==> config.mk <==
export PLATFORM = sky130hd
export DESIGN_NAME = regfile_writeback_flat
export DESIGN_NICKNAME = d
export VERILOG_FILES = /design/src/rtl/mips_pkg.sv /design/src/rtl/regfile_writeback_if.sv /design/src/rtl/wb_load_fifo.sv /design/src/rtl/regfile_writeback.sv /design/src/flat_wrapper.sv
export SDC_FILE = /design/constraint.sdc
export NUM_CORES = 1
export LEC_CHECK = 0
export ABC_CLOCK_PERIOD_IN_PS = 2900
export BUFFER_PORTS_ARGS = -buffer_cell sky130_fd_sc_hd__buf_2
export CAP_MARGIN = 10
export CORE_ASPECT_RATIO = 0.6
export CORE_MARGIN = 1
export CORE_UTILIZATION = 32
export DETAILED_ROUTE_END_ITERATION = 10
export GPL_ROUTABILITY_DRIVEN = 1
export SLEW_MARGIN = 20
export SYNTH_ARGS = -nofsm -noshare
export SYNTH_HDL_FRONTEND = slang
export SYNTH_SLANG_ARGS = --single-unit
==> constraint.sdc <==
create_clock -name clk -period 2.9 [get_ports clk]
set_input_delay 0.145 -clock clk [delete_from_list [all_inputs] [get_ports clk]]
set_output_delay 0.145 -clock clk [all_outputs]
set_load 0.01 [all_outputs]
==> src/rtl/mips_pkg.sv <==
// Shared types and constants for the register-file writeback path.
package mips_pkg;
  localparam int unsigned REG_ADDR_W = 5;
  localparam int unsigned DATA_W     = 32;

  typedef enum logic [1:0] {
    SZ_BYTE = 2'd0,
    SZ_HALF = 2'd1,
    SZ_WORD = 2'd2
  } ld_size_e;

  typedef enum logic {
    ALU_PRI = 1'b0,
    LD_PRI  = 1'b1
  } arb_state_e;

  // Raw load-return fields; size keeps the reserved encoding 3 intact.
  typedef struct packed {
    logic [REG_ADDR_W-1:0] dest;
    logic [DATA_W-1:0]     word;
    logic [1:0]            addr_lo;
    logic [1:0]            size;
    logic                  sgn;
  } ld_entry_t;

  function automatic logic ld_misaligned(input logic [1:0] size, input logic [1:0] addr_lo);
    if (size == SZ_BYTE) return 1'b0;
    if (size == SZ_HALF) return addr_lo[0];
    return addr_lo != 2'b00;
  endfunction
endpackage

==> src/rtl/regfile_writeback_if.sv <==
// ALU result stream, load-return stream and register-file write port.
interface regfile_writeback_if;
  import mips_pkg::*;

  logic                  alu_valid;
  logic                  alu_ready;
  logic [REG_ADDR_W-1:0] alu_dest;
  logic [DATA_W-1:0]     alu_data;
  logic                  ld_valid;
  logic                  ld_ready;
  logic [REG_ADDR_W-1:0] ld_dest;
  logic [DATA_W-1:0]     ld_word;
  logic [1:0]            ld_addr_lo;
  logic [1:0]            ld_size;
  logic                  ld_signed;
  logic                  write;
  logic [REG_ADDR_W-1:0] reg_write;
  logic [DATA_W-1:0]     wdata;
  logic [31:0]           pending;
  logic                  misalign;

  modport master (
    output alu_valid, alu_dest, alu_data,
    output ld_valid, ld_dest, ld_word, ld_addr_lo, ld_size, ld_signed,
    input  alu_ready, ld_ready, write, reg_write, wdata, pending, misalign
  );

  modport slave (
    input  alu_valid, alu_dest, alu_data,
    input  ld_valid, ld_dest, ld_word, ld_addr_lo, ld_size, ld_signed,
    output alu_ready, ld_ready, write, reg_write, wdata, pending, misalign
  );
endinterface

==> src/rtl/wb_load_fifo.sv <==
// Load-return FIFO storing raw fields; exposes per-entry valid/dest for hazard tracking.
module wb_load_fifo
  import mips_pkg::*;
#(
  parameter int unsigned DEPTH = 2
) (
  input  logic                            clk,
  input  logic                            reset,
  input  logic                            push,
  input  ld_entry_t                       push_data,
  input  logic                            pop,
  output logic                            full,
  output logic                            empty,
  output ld_entry_t                       head,
  output logic [DEPTH-1:0]                ent_valid,
  output logic [DEPTH-1:0][REG_ADDR_W-1:0] ent_dest
);
  localparam int unsigned PTR_W = (DEPTH > 1) ? $clog2(DEPTH) : 1;

  ld_entry_t        mem [DEPTH];
  logic [PTR_W-1:0] rd_ptr;
  logic [PTR_W-1:0] wr_ptr;
  logic [PTR_W:0]   count;
  logic [PTR_W-1:0] off;

  assign full  = count == (PTR_W+1)'(DEPTH);
  assign empty = count == '0;
  assign head  = mem[rd_ptr];

  always_ff @(posedge clk) begin
    if (push) mem[wr_ptr] <= push_data;
  end

  always_ff @(posedge clk) begin
    if (reset) begin
      rd_ptr <= '0;
      wr_ptr <= '0;
      count  <= '0;
    end else begin
      if (push) wr_ptr <= wr_ptr + PTR_W'(1);
      if (pop)  rd_ptr <= rd_ptr + PTR_W'(1);
      count <= count + (PTR_W+1)'(push) - (PTR_W+1)'(pop);
    end
  end

  // Slot i is live when its distance from the read pointer is below the count.
  always_comb begin
    off       = '0;
    ent_valid = '0;
    ent_dest  = '0;
    for (int unsigned i = 0; i < DEPTH; i++) begin
      off          = PTR_W'(i) - rd_ptr;
      ent_valid[i] = {1'b0, off} < count;
      ent_dest[i]  = mem[i].dest;
    end
  end
endmodule

==> src/rtl/regfile_writeback.sv <==
// Merges ALU results and load returns into the single register-file write port.
module regfile_writeback
  import mips_pkg::*;
#(
  parameter int unsigned LD_DEPTH = 2,
  parameter int unsigned MAX_WAIT = 4
) (
  input logic                clk,
  input logic                reset,
  regfile_writeback_if.slave bus
);
  localparam int unsigned WAIT_W = (MAX_WAIT > 1) ? $clog2(MAX_WAIT + 1) : 1;

  arb_state_e                        state;
  arb_state_e                        state_next;
  logic [WAIT_W-1:0]                 wait_cnt;
  logic                              fifo_full;
  logic                              fifo_empty;
  logic                              push;
  logic                              pop;
  logic                              alu_take;
  logic                              ld_turn;
  logic                              head_mis;
  ld_entry_t                         head;
  ld_entry_t                         push_entry;
  logic [LD_DEPTH-1:0]               ent_valid;
  logic [LD_DEPTH-1:0][REG_ADDR_W-1:0] ent_dest;
  logic [31:0]                       pend;
  logic                              write_q;
  logic [REG_ADDR_W-1:0]             reg_write_q;
  logic [DATA_W-1:0]                 wdata_q;
  logic                              misalign_q;

  function automatic logic [DATA_W-1:0] extract(input ld_entry_t e);
    logic [7:0]  b;
    logic [15:0] h;
    b = e.word[{e.addr_lo, 3'b000} +: 8];
    h = e.addr_lo[1] ? e.word[31:16] : e.word[15:0];
    if (e.size == SZ_BYTE) return e.sgn ? {{(DATA_W-8){b[7]}}, b} : {{(DATA_W-8){1'b0}}, b};
    if (e.size == SZ_HALF) return e.sgn ? {{(DATA_W-16){h[15]}}, h} : {{(DATA_W-16){1'b0}}, h};
    return e.word;
  endfunction

  assign push_entry = '{dest: bus.ld_dest, word: bus.ld_word, addr_lo: bus.ld_addr_lo,
                        size: bus.ld_size, sgn: bus.ld_signed};
  assign push        = bus.ld_valid && !fifo_full;
  assign bus.ld_ready = !fifo_full;

  wb_load_fifo #(.DEPTH(LD_DEPTH)) u_fifo (
    .clk      (clk),
    .reset    (reset),
    .push     (push),
    .push_data(push_entry),
    .pop      (pop),
    .full     (fifo_full),
    .empty    (fifo_empty),
    .head     (head),
    .ent_valid(ent_valid),
    .ent_dest (ent_dest)
  );

  always_ff @(posedge clk) begin
    if (reset) state <= ALU_PRI;
    else       state <= state_next;
  end

  // LD_PRI with an empty FIFO degenerates to ALU priority for that cycle.
  always_comb begin
    state_next = ALU_PRI;
    ld_turn    = 1'b0;
    case (state)
      ALU_PRI: state_next = (wait_cnt == WAIT_W'(MAX_WAIT)) ? LD_PRI : ALU_PRI;
      LD_PRI: begin
        state_next = ALU_PRI;
        ld_turn    = !fifo_empty;
      end
      default: state_next = ALU_PRI;
    endcase
    alu_take = bus.alu_valid && !ld_turn;
    pop      = !fifo_empty && !alu_take;
  end

  assign bus.alu_ready = !ld_turn;
  assign head_mis      = ld_misaligned(head.size, head.addr_lo);

  always_ff @(posedge clk) begin
    if (reset || fifo_empty || pop)         wait_cnt <= '0;
    else if (wait_cnt != WAIT_W'(MAX_WAIT)) wait_cnt <= wait_cnt + WAIT_W'(1);
  end

  always_ff @(posedge clk) begin
    if (reset) begin
      write_q     <= 1'b0;
      reg_write_q <= '0;
      wdata_q     <= '0;
      misalign_q  <= 1'b0;
    end else if (alu_take) begin
      write_q     <= bus.alu_dest != '0;
      reg_write_q <= bus.alu_dest;
      wdata_q     <= bus.alu_data;
      misalign_q  <= 1'b0;
    end else if (pop) begin
      write_q     <= (head.dest != '0) && !head_mis;
      reg_write_q <= head.dest;
      wdata_q     <= extract(head);
      misalign_q  <= head_mis;
    end else begin
      write_q    <= 1'b0;
      misalign_q <= 1'b0;
    end
  end

  always_comb begin
    pend = '0;
    for (int unsigned i = 0; i < LD_DEPTH; i++) begin
      if (ent_valid[i]) pend[ent_dest[i]] = 1'b1;
    end
    pend[0] = 1'b0;
  end

  assign bus.pending   = pend;
  assign bus.write     = write_q;
  assign bus.reg_write = reg_write_q;
  assign bus.wdata     = wdata_q;
  assign bus.misalign  = misalign_q;
endmodule

==> src/flat_wrapper.sv <==
// flat-port wrapper written by rule: the top's interface ports become plain ports
module regfile_writeback_flat import mips_pkg::*;
#(
  parameter int unsigned LD_DEPTH = 2,
  parameter int unsigned MAX_WAIT = 4
)
  (clk, reset, bus_alu_valid, bus_alu_dest, bus_alu_data, bus_ld_valid, bus_ld_dest, bus_ld_word, bus_ld_addr_lo, bus_ld_size, bus_ld_signed, bus_alu_ready, bus_ld_ready, bus_write, bus_reg_write, bus_wdata, bus_pending, bus_misalign);
  regfile_writeback_if bus_i ();
  input logic clk;
  input logic reset;
  input wire logic [$bits(bus_i.alu_valid)-1:0] bus_alu_valid;
  input wire logic [$bits(bus_i.alu_dest)-1:0] bus_alu_dest;
  input wire logic [$bits(bus_i.alu_data)-1:0] bus_alu_data;
  input wire logic [$bits(bus_i.ld_valid)-1:0] bus_ld_valid;
  input wire logic [$bits(bus_i.ld_dest)-1:0] bus_ld_dest;
  input wire logic [$bits(bus_i.ld_word)-1:0] bus_ld_word;
  input wire logic [$bits(bus_i.ld_addr_lo)-1:0] bus_ld_addr_lo;
  input wire logic [$bits(bus_i.ld_size)-1:0] bus_ld_size;
  input wire logic [$bits(bus_i.ld_signed)-1:0] bus_ld_signed;
  output wire logic [$bits(bus_i.alu_ready)-1:0] bus_alu_ready;
  output wire logic [$bits(bus_i.ld_ready)-1:0] bus_ld_ready;
  output wire logic [$bits(bus_i.write)-1:0] bus_write;
  output wire logic [$bits(bus_i.reg_write)-1:0] bus_reg_write;
  output wire logic [$bits(bus_i.wdata)-1:0] bus_wdata;
  output wire logic [$bits(bus_i.pending)-1:0] bus_pending;
  output wire logic [$bits(bus_i.misalign)-1:0] bus_misalign;
  assign bus_i.alu_valid = bus_alu_valid;
  assign bus_i.alu_dest = bus_alu_dest;
  assign bus_i.alu_data = bus_alu_data;
  assign bus_i.ld_valid = bus_ld_valid;
  assign bus_i.ld_dest = bus_ld_dest;
  assign bus_i.ld_word = bus_ld_word;
  assign bus_i.ld_addr_lo = bus_ld_addr_lo;
  assign bus_i.ld_size = bus_ld_size;
  assign bus_i.ld_signed = bus_ld_signed;
  assign bus_alu_ready = bus_i.alu_ready;
  assign bus_ld_ready = bus_i.ld_ready;
  assign bus_write = bus_i.write;
  assign bus_reg_write = bus_i.reg_write;
  assign bus_wdata = bus_i.wdata;
  assign bus_pending = bus_i.pending;
  assign bus_misalign = bus_i.misalign;
  regfile_writeback #(.LD_DEPTH(LD_DEPTH), .MAX_WAIT(MAX_WAIT)) u_core (.clk(clk), .reset(reset), .bus(bus_i));
endmodule
==> results of run 1 <==
-- state kept, by name (all words and copies together), names as in the netlist, named ones only --
name                  cells
u_core.u_fifo.mem        84
u_core.state              1
u_core.bus.write          1
u_core.bus.reg_write      5
u_core.wait_cnt           3
u_core.u_fifo.rd_ptr      1
u_core.u_fifo.wr_ptr      1
u_core.bus.misalign       1
u_core.u_fifo.count       2
u_core.bus.wdata         32
-- worst max-delay path, stage by stage, from the launching register on --
cell and delay [ps]:
dfxtp_2 780, mux2_4 480, mux2i_1 280, nor2_1 90, a211oi_2 510, a21oi_1 130
-- kinds of logic (layout without fill, tap and decap cells) --
logic type / count (synthesis) / count (layout)
AOI/OAI and AO/OA: 160 / 160
xor gates and xnor gates: 4 / 4
adders and majority gates: 3 / 3
buffers and inverters: 42 / 255
DFF: 132 / 132
muxes: 61 / 61
other: 1 / 1
and+or+nand+nor: 153 / 153
-- per-layer routing --
layer	track usage [%]	part of all wire [%]
met3	4.123	6.4
met4	3.611	0.33
met5	0	0
met2	26.31	41
met1	29.71	52
-- synthesized netlist by cell type (all sizes together) (2+ instances only) --
| library cell | instances |
|---|---|
| a211oi | 23 |
| a21oi | 33 |
| a222oi | 5 |
| a22oi | 8 |
| a31oi | 4 |
| buf | 15 |
| clkbuf | 20 |
| dfxtp | 48 |
| edfxtp | 84 |
| ha | 3 |
| inv | 6 |
| mux2 | 25 |
| mux2i | 36 |
| nand2 | 41 |
| nand3 | 5 |
| nand3b | 9 |
| nor2 | 62 |
| nor2b | 3 |
| nor3 | 13 |
| nor4b | 2 |
| o211ai | 8 |
| o21ai | 21 |
| o22ai | 34 |
| o31ai | 18 |
| or2 | 2 |
| or3 | 4 |
| or3b | 3 |
| or4 | 2 |
| xnor2 | 2 |
| xor2 | 2 |
-- power groups by stage --
| stage | Sequential (W) | Clock (W) | Combinational [W] |
|---|---|---|---|
| floorplan | 0.00257 | 0 | 0.00131 |
| global placement | 0.00264 | 0 | 0.00189 |
| detailed placement | 0.00264 | 0 | 0.00190 |
| CTS | 0.00260 | 0.00227 | 0.00196 |
| global route | 0.00264 | 0.00236 | 0.00214 |
| finish | 0.00261 | 0.00224 | 0.00196 |
-- area by class of cell --
class / instances / area, um^2 / area share [%]
inverters: 7 / 26.28 / 0.3126
clock inverters: 15 / 191.4 / 2.278
repair buffers: 216 / 1361 / 16.20
flip-flops and latches: 132 / 3485 / 41.46
well taps: 266 / 332.8 / 3.960
clock buffers: 17 / 425.4 / 5.062
multi-input cells: 382 / 2582 / 30.73
-- how the worst max path moves through the flow --
stage / end / from / cells after the start / slack, ps
CTS: u_core.bus.wdata[13]$_SDFFE_PP0P_ / register / 5 / 470
global placement: u_core.bus.wdata[11]$_SDFFE_PP0P_ / register / 5 / 540
detailed placement: u_core.bus.wdata[13]$_SDFFE_PP0P_ / register / 5 / 480
finish: u_core.bus.wdata[13]$_SDFFE_PP0P_ / register / 5 / 470
floorplan: u_core.u_fifo.mem[0][0]$_DFFE_PP_ / u_core.u_fifo.count[0]$_SDFF_PP0_ / 4 / 490
global route: u_core.bus.wdata[30]$_SDFFE_PP0P_ / register / 5 / 270
-- through the flow --
stage / setup WS, ps / cell area [um^2] / util (%)
finish: 473.5 / 8404 / 43.94
global route: 270.4 / 8404 / 43.94
CTS: 472.5 / 8404 / 43.94
detailed placement: 480.6 / 7287 / 38.10
global placement: 539.3 / 7287 / 38.10
floorplan: 494.2 / 6289 / -
-- repair_timing --
action | in CTS | in global routing
endpoints found under the setup margin | 0 | 0
hold buffers | 50 | 0
endpoints found under the hold margin | 92 | 0
gates resized for setup | 0 | 0
==> impl_metrics.toml, run 1 <==
[yosys]
yosys-top-cells-area = "edfxtp_1, dfxtp_1, mux2i_1"
synth-edff-count = 84
yosysSeqAreaShare_pct = 55.41
synth_compound_area_share_pct = 17.54
synth_top_cell_by_area = "edfxtp_1"
synthMuxAreaShare_pct = 10.73
synthXorXnorAreaFrac_pct = 0.5573
synth_simple_gate_area_share_pct = 11.43
yosys.area_share.adder_pct = 0.5971
netlist_instances = 556
synthesis.area_mm2 = 0.006286
yosysTopAreaCellShare_pct = 40.13
avgSynthCellArea_um2 = 11.31
synth_ff_type = "edfxtp_1"
ys_ff_latch = 132
synth_top_family_by_area = "compound AO/OA/AOI/OAI gates"
ys_types = 60
synthArstFlopShare_pct = 0
ys_warn_count = 0
syn_nets = 642

[routing]
avgRoutedWirePerCell_um = 18.24
drtIter0Drc = 417
drt-total-wl_um = 18880
drc = 0
ant_nets = 0
dr_total_vias = 5300
vias_per_cell = 5.121
first_pass_iters = 5

[setup_path]
cp-end-kind = "register"
crit_fanout = 29
r2r_slack_ps = 470
worstPathArrival_ps = 2700
reg2reg_to = "u_core.bus.wdata[13]$_SDFFE_PP0P_"
critPathRequiredTime_ps = 3180
start_kind = "register"
worst-r2r-cell-count = 5
criticalPathCategory = "register to register"

[power_and_ir_drop]
power_frac_seq_pct = 38.3
clkPwrFrac_pct = 32.9
power_leakage_nw = 3.280
internal_power_w = 0.004500
power_switching_share_pct = 33.91
combPwrFrac_pct = 28.8
p_per_area_mw_per_mm2 = 810.2
total_power_w = 0.006809
vdd_drop_max_uv = 429.6
switchingPower_w = 0.002309

[layout]
antenna_cells = 0
layout_common_cells = "buf_2, edfxtp_1, nor2_1, dlygate4sd3_1, dfxtp_1"
layout_commonest_cell = "buf_2"
final_nets = 842
area.growth.synth_to_final_pct = 33.70
nFillCells = 1848
drive_above_1_share_pct = 31.60
instances_no_fill = 1035

[clock_network]
clock_latency_ps = 420
cts_buffers = 17
root_buffer = "clkbuf_16"
cts_setup_buffers = 0
cts_max_path_buffers = 2
cts_sinks = 132
clk_pin_slew_ps = 60
tritoncts = "done"
htree_num_levels = 4

[min_path]
worstHoldStart = "bus_alu_data[6]"
holdPathEnd = "u_core.bus.wdata[6]$_SDFFE_PP0P_"
hold_path_class = "input pin to register"
hold_depth = 3

[die]
die_x_um = 182.9
ioPinCount = 156
start_util_pct = 32.86
die_y_um = 110.6
dieArea_mm2 = 0.02023
core_area_mm2 = 0.01913
rows = 39

[sta]
finalSetupTns_ps = 0
setup_violations = 0
fin_crit_sh_pct = 83.67
worstMarginPinSlew_ps = 788.9
holdWs_ps = 6.517
slew_viol_final = 0
rsz0062_at_grt = "no"
skew_ps = 12.90
hold_violations = 0
min_period_ps = 2427
maxSlewHeadroom_pct = 47.00
fmaxAchievable_ghz = 0.4121

[placed_design]
io_buffer_count = 154
gp_congestion = 0.8462
placed_cells = 953
place.detailed.hpwl_um = 13580

[global_routing]
antenna_found_initial = 0
grt_first_pass_wirelength_um = 28980
first_global_vias = 4948
grt_use_total_pct = 18.94
grt_max_degree = 43
overflow = 0

[outcome]
status = "finished clean"

[run]
drv_cap = 0
Power figures use the tool's default switching activity.
==> run 2, diff against run 1 <==
ABC_CLOCK_PERIOD_IN_PS = 2500   (was 2900)
clock period = 2.5 ns   (was 2.9 ns; I/O delays follow)
==> run 2 against run 1 <==
Net effect:
- combinational power is 22% higher
- register-to-register slack worse by 240 ps
- fmax is 6.9% higher
- critical path type unchanged
- critical endpoint is now u_core.bus.wdata[1]$_SDFFE_PP0P_
==> impl_metrics.toml, run 2 (synthesis gave the netlist of run 1 again) <==
[clock_network]
cts_setup_buffers = 0
cts_max_path_buffers = 2
htree_num_levels = 4
tritoncts = "done"
cts_resized = 0
cts_sinks = 132
cts_buffers = 17
root_buffer = "clkbuf_16"
clock_latency_ps = 430
clk_pin_slew_ps = 70

[routing]
first_pass_iters = 5
ant_nets = 0
drtIter0Drc = 517
dr_total_vias = 5393
drc = 0
drt-total-wl_um = 19350
avgRoutedWirePerCell_um = 18.48
vias_per_cell = 5.151

[setup_path]
cpPeakStageDelay_ps = 680
worstPathArrival_ps = 2570
slowest_stage = "dfxtp_2"
crit_fanout = 22
criticalPathCategory = "register to register"
cp-end-kind = "register"
start_kind = "register"
path_cells = "buf_4 -> mux2i_1 -> mux2_2 -> o22ai_1 -> a21oi_1 -> o31ai_1"
critPathRequiredTime_ps = 2790

[die]
rows = 39
ioPinCount = 156
dieArea_mm2 = 0.02023
core_area_mm2 = 0.01913
start_util_pct = 32.86
die_y_um = 110.6
die_x_um = 182.9

[layout]
layout_commonest_cell = "buf_2"
drive_above_1_share_pct = 31.88
area.growth.synth_to_final_pct = 35.87
largest_reg_flops = 84
final_nets = 854
antenna_cells = 0
largest-register = "u_core.u_fifo.mem"
nFillCells = 1821
layout_common_cells = "buf_2, edfxtp_1, nor2_1, dlygate4sd3_1, dfxtp_1"
final_area_mm2 = 0.008541

[sta]
fin_crit_sh_pct = 90.83
fmaxAchievable_ghz = 0.4404
slew_viol_final = 0
fin_ws_ps = 229.3
finalSetupTns_ps = 0
worstMarginPinSlew_ps = 678.1
hold_violations = 0
setup_violations = 0
min_period_ps = 2271
maxSlewHeadroom_pct = 54.69
rsz0062_at_grt = "no"
skew_ps = 17.18

[placed_design]
pre_cts_slack_ps = 211.3
gp_congestion = 0.8312
place.detailed.hpwl_um = 13700
io_buffer_count = 154
placed_area_mm2 = 0.007365

[global_routing]
grt_max_degree = 43
antenna_found_initial = 0
grt_first_pass_wirelength_um = 30010
first_global_vias = 5243
overflow = 0
grt_use_total_pct = 19.57

[run]
drv_cap = 0

[power_and_ir_drop]
total_power_w = 0.008022
vdd_drop_max_uv = 493.8
power_leakage_nw = 3.344
p_per_area_mw_per_mm2 = 939.2

[min_path]
hold_path_class = "input pin to register"

[outcome]
status = "finished clean"
## run 2: what timing repair did
item,CTS,global route
endpoints found under the hold margin,97,0
setup endpoints to repair,0,0
hold buffers,55,0
## run 2: path summary, 6_finish.rpt
path                                     start                                 to  slack, ps  depth (start not counted)
max                                   register   u_core.bus.wdata[1]$_SDFFE_PP0P_        230                          6
min                            bus_alu_data[9]   u_core.bus.wdata[9]$_SDFFE_PP0P_          8                          3
max reg2reg                           register   u_core.bus.wdata[1]$_SDFFE_PP0P_        230                          6
min reg2reg  u_core.bus.wdata[17]$_SDFFE_PP0P_  u_core.bus.wdata[17]$_SDFFE_PP0P_        460                          2
## run 2: critical path: cells and delay by family, from the launching register on
kind / cells / cell delay (ps)
mux: 2 / 740
buf+inv: 1 / 400
flops: 1 / 680
compound gates: 3 / 300
## run 2: layer usage
metal	vias up	global-route usage, %	routed length, um
li1	2562	-	-
met1	2574	30.71	10010
met2	243	26.72	7937
met3	14	4.057	1284
met4	0	5.056	117
met5	-	0	0
## run 2: where the power goes
part	switching [W]	internal, W
sequential	0.000250	0.00273
combinational	0.00143	0.000953
clock	0.00105	0.00160
total	0.00274	0.00528
## run 2: layout make-up
| cell class | count | area [um^2] | area share [%] |
|---|---|---|---|
| clock buffer | 17 | 425.4 | 4.981 |
| multi-input combinational | 382 | 2587 | 30.30 |
| clock inverter | 15 | 195.2 | 2.285 |
| tap | 266 | 332.8 | 3.897 |
| timing repair buffer | 228 | 1489 | 17.43 |
| inverter | 7 | 26.28 | 0.3076 |
| sequential | 132 | 3485 | 40.80 |
## run 2: stage by stage
step                      utilization (%)  hold slack (ps)  std cells
after floorplan                         -            223.9        556
after global placement              38.50            315.5        960
after detailed placement            38.50            317.4        960
after CTS                           44.62            3.305       1047
after global routing                44.65            15.80       1047
final                               44.65            8.228       1047
==> run 3, diff against run 2 <==
MAX_ROUTING_LAYER = met4   (was not set)
==> run 3 against run 2 <==
Net effect:
- first-iteration DRC count decreased by 12%
- sequential power about the same
- combinational power about the same
- highest routed layer unchanged
- largest cell class unchanged
- routed wire length decreased by 0.43%
- die area unchanged
- register-to-register slack got worse by 50 ps
- critical path type unchanged
- global-route usage increased by 0.56 points
==> impl_metrics.toml, run 3 (synthesis gave the netlist of run 1 again) <==
[setup_path]
crit_fanout = 22
cpPeakStageDelay_ps = 690
crit_family = "multiplexers"
cp-end-kind = "register"
criticalPathCategory = "register to register"
crit_buf_inv = 1
path_cells = "buf_4 -> mux2i_1 -> mux2_2 -> o22ai_1 -> a21oi_1 -> o31ai_1"
critPathRequiredTime_ps = 2790
worstPathArrival_ps = 2610
start_kind = "register"
slowest_stage = "dfxtp_2"

[global_routing]
grt_use_total_pct = 20.14
grt_first_pass_wirelength_um = 30000
grt_max_degree = 43
overflow = 0
first_global_vias = 5245
antenna_found_initial = 0

[die]
dieArea_mm2 = 0.02023
die_x_um = 182.9
die_y_um = 110.6
rows = 39
ioPinCount = 156
start_util_pct = 32.86
core_area_mm2 = 0.01913

[clock_network]
clk_pin_slew_ps = 70
htree_num_levels = 4
clock_latency_ps = 430
cts_max_path_buffers = 2
hold_buffers = 55
root_buffer = "clkbuf_16"
cts_buffers = 17
cts_sinks = 132
cts_resized = 0
cts_setup_buffers = 0
tritoncts = "done"

[sta]
skew_ps = 9.946
maxSlewHeadroom_pct = 55.20
fmaxAchievable_ghz = 0.4309
finalSetupTns_ps = 0
slew_viol_final = 0
worstMarginPinSlew_ps = 670.4
min_period_ps = 2321
fin_crit_sh_pct = 92.84
rsz0062_at_grt = "no"
hold_violations = 0
setup_violations = 0

[layout]
largest_reg_flops = 84
nFillCells = 1821
layout_commonest_cell = "buf_2"
post-route-util_pct = 44.65
drive_above_1_share_pct = 31.88
antenna_cells = 0
layout_common_cells = "buf_2, edfxtp_1, nor2_1, dlygate4sd3_1, dfxtp_1"
final_nets = 854
instances_no_fill = 1047
area.growth.synth_to_final_pct = 35.87
largest-register = "u_core.u_fifo.mem"

[placed_design]
placed_cells = 960
io_buffer_count = 154
gp_congestion = 0.8439
place.detailed.hpwl_um = 13700

[routing]
drt-total-wl_um = 19260
drtIter0Drc = 457
vias_per_cell = 5.132
ant_nets = 0
dr_total_vias = 5373
first_pass_iters = 6
drc = 0
avgRoutedWirePerCell_um = 18.40

[power_and_ir_drop]
power_leakage_nw = 3.344
total_power_w = 0.008019
p_per_area_mw_per_mm2 = 938.9
vdd_drop_max_uv = 494.3

[outcome]
status = "finished clean"

[min_path]
hold_path_class = "input pin to register"

[run]
drv_cap = 0
==> run 3: cell counts in the layout (fill, tap and decap cells not counted) <==
Identical to the previous run, type by type.
==> run 3: report_power, final <==
| group | switching (W) | internal [W] |
|---|---|---|
| registers | 0.000250 | 0.00273 |
| clock network | 0.00105 | 0.00160 |
| logic | 0.00143 | 0.000952 |
| total | 0.00274 | 0.00528 |
==> run 3: final timing paths <==
kind / endpoint / startpoint / cells after the start / slack (ps)
worst max-delay path: u_core.bus.wdata[1]$_SDFFE_PP0P_ / register / 6 / 180
worst min-delay path: u_core.bus.wdata[9]$_SDFFE_PP0P_ / bus_alu_data[9] / 3 / 20
worst max register to register: u_core.bus.wdata[1]$_SDFFE_PP0P_ / register / 6 / 180
worst min register to register: u_core.bus.wdata[22]$_SDFFE_PP0P_ / u_core.bus.wdata[22]$_SDFFE_PP0P_ / 2 / 460
==> run 3: routing by layer <==
metal  wire length (um)  vias up  track usage (%)
met5                  0        -                -
met4                161        0            5.056
met2               7921      200            26.69
li1                   -     2565                -
met1              10070     2589            30.75
met3               1111       19            3.958
==> run 3: area by class of cell <==
cell class,instances,area [um^2],area share (%)
Sequential cell,132,3485,40.80
Clock inverter,15,195.2,2.285
Inverter,7,26.28,0.3076
Clock buffer,17,425.4,4.981
Timing Repair Buffer,228,1489,17.43
Tap cell,266,332.8,3.897
Multi-Input combinational cell,382,2587,30.30
==> run 3: per-stage QoR <==
stage / cell area [um^2] / hold WS [ps] / worst slack [ps]
CTS: 8536 / 3.305 / 216.0
floorplan: 6289 / 223.9 / 94.22
global placement: 7365 / 315.5 / 272.0
detailed placement: 7365 / 317.4 / 211.3
finish: 8541 / 18.99 / 179.1
global route: 8541 / 14.48 / 13.80
==> run 3: worst min-delay path, cell delays in order <==
cell     delay [ps]
buf_2            70
o21ai_0          90
a21oi_1         120
